===== src/rtl/hall_feedback_decoder.sv =====
// Hall-sensor receive path: synchronise and glitch-filter the raw {C,B,A}
// code, decode the 6-step electrical position and rotation direction,
// measure the commutation period and flag stalls and sensor faults.
//
// Handshake note: there is no valid/ready flow control on this block.
// Every per-transition output (step, hall_valid, direction, period,
// period_valid, hall_error) is updated on the same edge that raises the
// one-cycle commutation_pulse, so a consumer may sample them whenever the
// pulse is high.
module hall_feedback_decoder #(
    parameter int FILTER_LEN   = 4,
    parameter int PERIOD_WIDTH = 20,
    parameter int TIMEOUT      = 1000000
) (
    input  logic                    clk,
    input  logic                    reset,
    input  logic [2:0]              hall_signal,
    output logic [2:0]              step,
    output logic                    hall_valid,
    output logic                    direction,
    output logic                    commutation_pulse,
    output logic [PERIOD_WIDTH-1:0] period,
    output logic                    period_valid,
    output logic                    no_feedback,
    output logic                    hall_error
);

    typedef enum logic [1:0] {
        WAIT_FIRST  = 2'd0,
        WAIT_SECOND = 2'd1,
        RUNNING     = 2'd2
    } state_t;

    localparam logic [7:0]              FILT_LAST  = 8'(FILTER_LEN - 1);
    localparam logic [PERIOD_WIDTH-1:0] CNT_MAX    = '1;
    localparam logic [PERIOD_WIDTH-1:0] CNT_ONE    = PERIOD_WIDTH'(1);
    localparam logic [PERIOD_WIDTH-1:0] STALL_LAST = PERIOD_WIDTH'(TIMEOUT - 1);
    localparam logic [PERIOD_WIDTH-1:0] STALL_TOP  = PERIOD_WIDTH'(TIMEOUT);

    logic [2:0]              sync1_q;
    logic [2:0]              sync2_q;
    logic [2:0]              cand_q;
    logic [7:0]              filt_cnt_q;
    logic [2:0]              filt_q;
    logic [PERIOD_WIDTH-1:0] period_cnt_q;
    logic [PERIOD_WIDTH-1:0] stall_cnt_q;
    state_t                  state_q;
    state_t                  state_d;

    logic       accept;
    logic       new_legal;
    logic [2:0] new_step;
    logic       step_fwd;
    logic       step_rev;
    logic       timeout_hit;
    logic       load_period;
    logic       raise_error;
    logic       clear_pv;

    // Code-to-position map in forward rotation order; illegal codes map to 0.
    function automatic logic [2:0] code_to_step(input logic [2:0] code);
        case (code)
            3'b001:  code_to_step = 3'd0;
            3'b011:  code_to_step = 3'd1;
            3'b010:  code_to_step = 3'd2;
            3'b110:  code_to_step = 3'd3;
            3'b100:  code_to_step = 3'd4;
            3'b101:  code_to_step = 3'd5;
            default: code_to_step = 3'd0;
        endcase
    endfunction

    // A candidate that has held for FILTER_LEN samples and differs from the
    // current filtered code is an accepted transition. The current step
    // output is the reference position for adjacency.
    always_comb begin
        accept      = (filt_cnt_q == FILT_LAST) && (cand_q != filt_q);
        new_legal   = (cand_q != 3'b000) && (cand_q != 3'b111);
        new_step    = code_to_step(cand_q);
        step_fwd    = (new_step == ((step == 3'd5) ? 3'd0 : step + 3'd1));
        step_rev    = (new_step == ((step == 3'd0) ? 3'd5 : step - 3'd1));
        timeout_hit = !accept && (stall_cnt_q == STALL_LAST);
    end

    // Two-flop synchroniser followed by the candidate/stability filter.
    always_ff @(posedge clk or posedge reset) begin
        if (reset) begin
            sync1_q    <= 3'b000;
            sync2_q    <= 3'b000;
            cand_q     <= 3'b000;
            filt_cnt_q <= 8'd0;
            filt_q     <= 3'b000;
        end else begin
            sync1_q <= hall_signal;
            sync2_q <= sync1_q;
            if (sync2_q != cand_q) begin
                cand_q     <= sync2_q;
                filt_cnt_q <= 8'd0;
            end else if (filt_cnt_q != FILT_LAST) begin
                filt_cnt_q <= filt_cnt_q + 8'd1;
            end
            if (accept) begin
                filt_q <= cand_q;
            end
        end
    end

    // Period and stall counters: both restart on every accepted transition
    // and saturate instead of wrapping.
    always_ff @(posedge clk or posedge reset) begin
        if (reset) begin
            period_cnt_q <= '0;
            stall_cnt_q  <= '0;
        end else begin
            if (accept) begin
                period_cnt_q <= '0;
                stall_cnt_q  <= '0;
            end else begin
                if (period_cnt_q != CNT_MAX) begin
                    period_cnt_q <= period_cnt_q + CNT_ONE;
                end
                if (stall_cnt_q != STALL_TOP) begin
                    stall_cnt_q <= stall_cnt_q + CNT_ONE;
                end
            end
        end
    end

    // FSM state register.
    always_ff @(posedge clk or posedge reset) begin
        if (reset) begin
            state_q <= WAIT_FIRST;
        end else begin
            state_q <= state_d;
        end
    end

    // FSM next state plus the per-transition decisions. An accepted
    // transition takes priority over a timeout landing on the same edge.
    always_comb begin
        state_d     = state_q;
        load_period = 1'b0;
        raise_error = 1'b0;
        clear_pv    = 1'b0;
        if (accept) begin
            if (!new_legal) begin
                raise_error = 1'b1;
                clear_pv    = 1'b1;
                state_d     = WAIT_FIRST;
            end else begin
                case (state_q)
                    WAIT_FIRST: begin
                        state_d = WAIT_SECOND;
                    end
                    WAIT_SECOND, RUNNING: begin
                        if (step_fwd || step_rev) begin
                            load_period = 1'b1;
                            state_d     = RUNNING;
                        end else begin
                            raise_error = 1'b1;
                            clear_pv    = 1'b1;
                            state_d     = WAIT_SECOND;
                        end
                    end
                    default: begin
                        state_d = WAIT_FIRST;
                    end
                endcase
            end
        end else if (timeout_hit) begin
            clear_pv = 1'b1;
            state_d  = WAIT_FIRST;
        end
    end

    // Registered outputs, all updated on the edge of the accepted transition.
    always_ff @(posedge clk or posedge reset) begin
        if (reset) begin
            step              <= 3'd0;
            hall_valid        <= 1'b0;
            direction         <= 1'b0;
            commutation_pulse <= 1'b0;
            period            <= '0;
            period_valid      <= 1'b0;
            no_feedback       <= 1'b0;
            hall_error        <= 1'b0;
        end else begin
            commutation_pulse <= accept;
            hall_error        <= raise_error;
            if (accept) begin
                hall_valid <= new_legal;
                if (new_legal) begin
                    step <= new_step;
                end
            end
            if (load_period) begin
                period       <= (period_cnt_q == CNT_MAX) ? CNT_MAX : period_cnt_q + CNT_ONE;
                direction    <= step_fwd;
                period_valid <= 1'b1;
            end else if (clear_pv) begin
                period_valid <= 1'b0;
            end
            if (accept && new_legal) begin
                no_feedback <= 1'b0;
            end else if (timeout_hit) begin
                no_feedback <= 1'b1;
            end
        end
    end

endmodule


===== config.mk =====
export PLATFORM = sky130hd
export DESIGN_NAME = hall_feedback_decoder
export DESIGN_NICKNAME = d
export VERILOG_FILES = /design/src/rtl/hall_feedback_decoder.sv
export SDC_FILE = /design/constraint.sdc
export NUM_CORES = 1
export LEC_CHECK = 0
export ABC_CLOCK_PERIOD_IN_PS = 3500
export CORE_ASPECT_RATIO = 0.9
export CORE_UTILIZATION = 58
export CTS_BUF_LIST = sky130_fd_sc_hd__clkbuf_16
export CTS_CLUSTER_DIAMETER = 80
export DETAILED_ROUTE_END_ITERATION = 8
export PLACE_DENSITY_LB_ADDON = 0.25
export SYNTH_ARGS = -nofsm -noshare
export SYNTH_HDL_FRONTEND = slang
export SYNTH_SLANG_ARGS = --single-unit

===== constraint.sdc =====
create_clock -name clk -period 3.5 [get_ports clk]
set_clock_uncertainty 0.05 [all_clocks]
set_input_delay 0.7 -clock clk [delete_from_list [all_inputs] [get_ports clk]]
set_output_delay 0.7 -clock clk [all_outputs]
set_load 0.005 [all_outputs]

**Yosys cells after proc, flatten, opt, wreduce, memory -nomap -nowiden**

Cells that the tools add are included.

- Flip-flop bits (word level): 91
- Input port bits: 5
- Output and inout bits: 29
- Word-level logic and storage cells: 86

- Add/sub/neg operators: 5
- Eq/ne operators: 19
- Mux-type cells: 29
- Reductions and logical operators: 17

Operators with widths:

| kind | number |
|---|---|
| 20-bit two-way mux | 5 |
| 20-bit by 1-bit adder with 20-bit output, second input constant | 2 |
| 20-bit == test, second input constant | 2 |
| 20-bit != test, second input constant | 2 |
| 8-bit two-way mux | 2 |
| 3-bit case mux with 5 select lines | 1 |
| 1-bit two-way mux | 14 |
| 3-bit == test, second input constant | 4 |
| 2-bit nonzero test | 6 |
| 8-bit by 1-bit adder with 8-bit output, second input constant | 1 |
| 8-bit by 2-bit == test with 1-bit output, second input constant | 1 |
| 2-bit two-way mux | 4 |
| 8-bit by 2-bit != test with 1-bit output, second input constant | 1 |
| 3-bit by 2-bit == test with 1-bit output, second input constant | 2 |
| 3-bit == test | 2 |
| 3-bit two-way mux | 2 |
| 3-bit != test | 2 |
| 1-bit logical AND | 4 |
| 2-bit case mux with 2 select lines | 1 |
| 3-bit by 1-bit adder with 3-bit output, second input constant | 1 |
| 3-bit zero test | 1 |
| 3-bit != test, second input constant | 1 |
| 3-bit nonzero test | 1 |
| 3-bit by 1-bit subtractor with 3-bit output, second input constant | 1 |
| other kinds (7) | 7 |

**Logic depth before layout (Yosys ltp)**

Gate-level depths: netlist of the first run.

- Depth after elaboration: 10
- Mapped depth: 8
- Mapped depth without buffers: 7

**Worst setup path before layout of the first run**

OpenSTA, ideal clock, no wires.

- Kind: register to register
- Start: register filt_cnt_q[0]
- End: register direction
- Library setup time: 0.127 ns
- Data arrival time: 2.042 ns
- Setup slack: 1.280 ns
- Cell stages (with the launch flop): 8
- Buffers on the path: 1
- Period minus slack after synthesis: 2.220 ns
- Cell sequence: dfrtp_1 -> ha_1 -> nor4b_4 -> nand2_1 -> or4b_4 -> nor2_8 -> buf_8 -> mux2_1

- Cells in the longest elaborated chain, start to end: 3

Ends and longest elaborated chain:

| item | RTL line | text |
|---|---|---|
| start, declared | 43 | `logic [7:0] filt_cnt_q;` |
| start signal, assigned | 100 | `filt_cnt_q <= filt_cnt_q + 8'd1;` |
| 8-bit by 2-bit == test with 1-bit output | 77 | `accept = (filt_cnt_q == FILT_LAST) && (cand_q != filt_q);` |
| 1-bit logical AND | 77 |  |
| 1-bit two-way mux | 145 | `if (accept) begin` |
| end signal, assigned | 198 | `direction <= step_fwd;` |
| end, declared | 20 | `output logic direction,` |

No other way between the ends.
A chain may end at the register's enable or synchronous reset.

**Final worst setup path of the first run**

- Start: register filt_cnt_q[0]
- End: register period[14]

- Cells in the longest elaborated chain, start to end: 3

Ends and longest elaborated chain:

| item | RTL line | text |
|---|---|---|
| 8-bit by 2-bit == test with 1-bit output | 77 |  |
| 1-bit logical AND | 77 |  |
| 1-bit two-way mux | 145 |  |
| end signal, assigned | 197 | `period <= (period_cnt_q == CNT_MAX) ? CNT_MAX : period_cnt_q + CNT_ONE;` |
| end, declared | 22 | `output logic [PERIOD_WIDTH-1:0] period,` |

No other way between the ends.

==> impl_results.md, run 1 <==
* Ys async rst share at 100%
* Clk_lat worst skew at 340 ps
* Yosys reg bits at 91
* Synth warnings at 0
* CTS Buffer Depth at 2
* Main synth FF type: dfrtp_1
* Die width at 95.1 um
* Switching share of power at 28.3%
* Final ANT Viol Nets at 0
* Worst r2r src: filt_cnt_q[0]
* Rel. slew slack at 51.0%
* Top-Level Pins at 34
* RSZ-0062 raised after global routing: no
* Post-synth EDFFs at 0
* RR Endpoint: period[14]
* Clock sink total at 91
* Fin. max-slew vios at 0
* Cts hold-fix bufs at 0
* Number of global-route vias before repair at 3,150
* Finished Cell Area at 5170 um^2
* Final hold viol count at 0
* Hpwl dp at 5720 um
* Clock Power Share at 37.1%
* Placed cell areas at 4870 um^2
* Reg2reg path depth at 6
* Seq/Total Area, Yosys at 50.3%
* Hold Path Sink: sync2_q[0]
* Sequential cell fraction of total power at 48.8%
* Post-Synthesis Cell Area at 4530 um^2
* VDD IR max at 301 uV
* IO buf count at 33
* Remaining global-route overflow at 0
* Largest net degree at the start of global routing at 66
* Hold-critical path depth at 0
* Synth unique cells at 61
* Height of the die at 85.8 um
* Area grow syn2layout at 14.3%
* Num CTS Buffers at 9
* Slew @ Worst Pin at 728 ps
* Syn Area/Cell at 10.3 um^2
* DRT Pass-1 Iters at 4
* Diodes inserted at 0
* Total number of vias at 3,233
* Hold_sp: sync1_q[0]
* Setup bufs post-CTS at 0
* Starting density of the core at 60.0%
* Drc violations at 0
* Number of max-cap violations at 0
* Fin Setup TNS at 0 ps
* Critical path capture point type: flip-flop
* Core ar. at 7540 um^2
* Rows at 30
* H-Tree Depth at 3
* FMAX at 351 MHz
* CTS tree: built
* Internal cell power at 1.87 mW
* Final nets at 473
* Root Driver: clkbuf_16
* Worst Hold Class: reg -> reg
* Drt wl/cell at 15.5 um
* Final worst path period need at 2850 ps
* Critical Setup Path Class: reg -> reg
* Fin crit share at 81.4%
* GRT Total Usage at 23.5%
* Commonest non-fill, non-tap cell in the layout: dfrtp_1
* Post-DR vias/cell at 5.74
* Layout cell share with drive strength beyond 1 at 10.1%
* Worst Path Max Fanout at 23
* Post-Syn Instances at 440
* Routed WL at 8710 um
* Most frequent cells in the layout: dfrtp_1, nand2_1, nor2_1, clkdlybuf4s50_1, nand3_1
* Gate power share at 14.1%
* Placer Congestion at 0.872
* FF-to-FF setup slack at 650 ps
* Post-synthesis net count at 451
* P_leak at 2.31 nW
* Iteration-0 DRC Markers at 181
* First-pass GRT wire length at 14,800 um
* Antenna violations before repair at 0
* Final setup viols at 0
* Run status: complete, no violations
* Crit start category: flip-flop
* Psw at 739 uW
* Clock slew at reported path FFs at 70 ps
* Die area at 8160 um^2
* # resized after CTS at 0
* Required time worst endpoint at 3680 ps
* Pwr Density at 504 nW/um^2
* Worst path arrival time at 3020 ps
-- power groups by stage --
stage	Sequential (mW)	Combinational (mW)	Clock, mW
2_1_floorplan	1.24	0.322	0
3_3_place_gp	1.28	0.352	0
3_5_place_dp	1.28	0.369	0
4_1_cts	1.27	0.372	0.985
5_1_grt	1.29	0.421	1.03
6_report	1.27	0.368	0.967
-- flip-flops by register name, summed over array words and instances, names as in the netlist, 2 cells and up --
name          cells
cand_q            3
sync2_q           3
step              3
period_cnt_q     20
state_q           2
filt_cnt_q        8
filt_q            3
stall_cnt_q      20
sync1_q           3
period           20
-- metal layers --
metal / track usage [%] / routed length (um)
met1: 32.3 / 4160
met2: 36.6 / 4160
met3: 6.29 / 281
met4: 7.16 / 110
met5: 0 / 0
-- worst max-delay path by stage --
stage	depth (start not counted)	to	from	slack, ps
4_1_cts	6	period[0]	filt_cnt_q[0]	660
3_3_place_gp	6	period[15]	filt_cnt_q[0]	840
2_1_floorplan	1	cand_q[0]	reset	390
6_report	6	period[14]	filt_cnt_q[0]	650
5_1_grt	6	period[14]	filt_cnt_q[0]	430
3_5_place_dp	6	period[15]	filt_cnt_q[0]	720
-- metrics by stage --
step | utilization, % | hold WS, ps | setup WS [ps] | total power, mW | cells
after detailed placement | 64.6 | 286 | 721 | 1.65 | 547
after CTS | 68.6 | 301 | 660 | 2.62 | 563
final | 68.6 | 301 | 651 | 2.61 | 563
after floorplan | - | 281 | 386 | 1.56 | 440
after global routing | 68.6 | 309 | 434 | 2.74 | 563
after global placement | 64.6 | 287 | 839 | 1.63 | 547
-- critical path: stages, from the launching register on --
cell and delay, ps:
dfrtp_1 390, ha_1 260, nor4b_4 260, nand2_1 310
or4b_4 660, nor2_8 400, mux2_2 390
-- cell usage after synthesis, types with 4 or more instances --
master / count / area, um^2
nand3_1: 29 / 145
nor4_1: 9 / 56.3
nor3_1: 7 / 35.0
and4_1: 6 / 52.6
xnor2_1: 20 / 175
dfrtp_1: 91 / 2280
or3_1: 7 / 43.8
nor2_1: 38 / 143
mux2i_1: 7 / 70.1
ha_1: 6 / 75.1
nand2_1: 41 / 154
mux2_4: 10 / 150
xor2_1: 20 / 175
o21ai_0: 15 / 75.1
mux2_2: 4 / 45.0
a31oi_1: 4 / 25.0
nand4_1: 10 / 62.6
nand2b_1: 7 / 43.8
and3_1: 4 / 25.0
clkbuf_1: 18 / 67.6
a21oi_1: 21 / 105
inv_1: 14 / 52.6
-- final cells by class --
cell class | count | area, um^2
inverter | 15 | 57.6
sequential | 91 | 2280
tap | 96 | 120
fill | 565 | 2370
clock buffer | 9 | 225
timing repair buffer | 36 | 365
clock inverter | 7 | 73.8
multi-input combinational | 309 | 2050
-- logic make-up after synthesis --
| logic type | synth area share, % |
|---|---|
| AOI/OAI and AO/OA | 9.10 |
| xor gates and xnor gates | 7.74 |
| DFF | 50.3 |
| buffers and inverters | 4.28 |
| muxes | 6.36 |
| adders and majority gates | 1.88 |
| and+or+nand+nor | 20.3 |
No activity file was read; power rests on OpenSTA's default activity.
==> run 2, diff against run 1 <==
Settings changed: ABC_CLOCK_PERIOD_IN_PS 3500 to 2900.
Clock period 3.5 ns to 2.9 ns, I/O delays scaled along.
==> run 2 against run 1 <==
Effect of this change: core utilization up 0.61 points; critical path depth is 1 lower; sequential share of layout area down 0.39 points; critical endpoint is now period[17]; largest cell class unchanged; largest power group unchanged.
==> impl_results.md, run 2 (synthesis results as in run 1) <==
* Setup bufs post-CTS at 0
* Diodes inserted at 0
* Core ar. at 7540 um^2
* Layout cell share with drive strength beyond 1 at 11.0%
* Iteration-0 DRC Markers at 230
* Dpl cells at 552
* Hold Path Sink: sync2_q[2]
* Placer Congestion at 0.814
* Non-Filler Instances at 568
* Worst Path Max Fanout at 23
* Remaining global-route overflow at 0
* Worst r2r src: cand_q[2]
* Run status: complete, no violations
* Clk_lat worst skew at 330 ps
* Reg2reg path depth at 5
* Hpwl dp at 5830 um
* Critical path capture point type: flip-flop
* RR Endpoint: period[17]
* CTS Buffer Depth at 2
* DRT Pass-1 Iters at 4
* Drt wl/cell at 15.3 um
* Total number of vias at 3,288
* Pwr Density at 599 nW/um^2
* Clock sink total at 91
* Post-DR vias/cell at 5.79
* Final nets at 478
* Hold_ws at 300 ps
* Largest regs: period: 20 flops, period_cnt_q: 20 flops, stall_cnt_q: 20 flops
* Worst path arrival time at 2760 ps
* Slew @ Worst Pin at 664 ps
* Fin crit share at 89.5%
* Final hold viol count at 0
* Top-Level Pins at 34
* Final worst path period need at 2590 ps
* Rows at 30
* Worst Hold Class: reg -> reg
* Required time worst endpoint at 3070 ps
* Starting density of the core at 60.0%
* Final ANT Viol Nets at 0
* Hold_sp: sync1_q[2]
* Hold-critical path depth at 0
* VDD IR max at 396 uV
* GRT Total Usage at 23.4%
* First-pass GRT wire length at 14,700 um
* FF-to-FF setup slack at 310 ps
* Final setup viols at 0
* Commonest non-fill, non-tap cell in the layout: dfrtp_1
* Fin. max-slew vios at 0
* Rel. slew slack at 55.3%
* Antenna violations before repair at 0
* Largest net degree at the start of global routing at 92
* Height of the die at 85.8 um
* RSZ-0062 raised after global routing: no
* # resized after CTS at 0
* Routed WL at 8690 um
* Num CTS Buffers at 9
* Cts hold-fix bufs at 0
* Area grow syn2layout at 15.3%
* IO buf count at 33
* Crit start category: flip-flop
* H-Tree Depth at 3
* CTS tree: built
* Root Driver: clkbuf_16
* Most frequent cells in the layout: dfrtp_1, nand2_1, nor2_1, clkdlybuf4s50_1, nand3_1
* Fin Setup TNS at 0 ps
* Die width at 95.1 um
* Drc violations at 0
* Clock slew at reported path FFs at 60 ps
* FMAX at 385 MHz
* Number of max-cap violations at 0
* Die area at 8160 um^2
* P_leak at 2.33 nW
* Critical Setup Path Class: reg -> reg
* Number of global-route vias before repair at 3,069
==> run 2: cell types whose count changed in the layout (fill, tap and decap cells not counted) <==
cell / delta
buf_12: +1
inv_6: -1
clkinv_2: +1
buf_4: +4
==> run 2: worst max path at each step <==
stage | startpoint | end | slack, ps | depth (start not counted)
2_1_floorplan | filt_cnt_q[0] | direction | 680 | 7
3_3_place_gp | cand_q[2] | period[14] | 380 | 5
3_5_place_dp | cand_q[2] | period[17] | 310 | 5
4_1_cts | cand_q[2] | period[17] | 310 | 5
5_1_grt | filt_cnt_q[0] | period[17] | 170 | 6
6_report | cand_q[2] | period[17] | 310 | 5
==> run 2: where the power goes <==
part	leakage (nW)	switching [mW]	total (mW)	internal, mW
Combinational	0.988	0.246	0.448	0.203
Sequential	1.21	0.153	1.54	1.38
Clock	0.139	0.478	1.14	0.664
==> run 2: cell type report <==
class | instances | area (um^2)
tap | 96 | 120
timing repair buffer | 41 | 415
inverter | 15 | 60.1
clock inverter | 7 | 67.6
multi-input combinational | 309 | 2050
fill | 587 | 2320
clock buffer | 9 | 225
sequential | 91 | 2280
==> run 2: through the flow <==
| step | total power [mW] | area, um^2 | util [%] | setup WS [ps] |
|---|---|---|---|---|
| floorplan | 1.89 | 4530 | - | 680 |
| global placement | 1.97 | 4930 | 65.3 | 379 |
| detailed placement | 2.00 | 4930 | 65.3 | 313 |
| CTS | 3.15 | 5220 | 69.2 | 315 |
| global route | 3.29 | 5220 | 69.2 | 170 |
| finish | 3.13 | 5220 | 69.2 | 305 |
==> run 2: per-layer routing <==
| metal | up-vias | global-route usage [%] | wire, um |
|---|---|---|---|
| met3 | 10 | 6.47 | 385 |
| met4 | 0 | 5.65 | 85 |
| met1 | 1608 | 33.1 | 4190 |
| li1 | 1594 | - | - |
| met5 | - | 0 | 0 |
| met2 | 76 | 35.8 | 4030 |
==> run 2: critical path, stage by stage (launching register included) <==
cell and delay (ps):
dfrtp_1 720, xor2_1 210, nor3_2 100, or4b_4 600
nor2_8 410, mux2_2 390
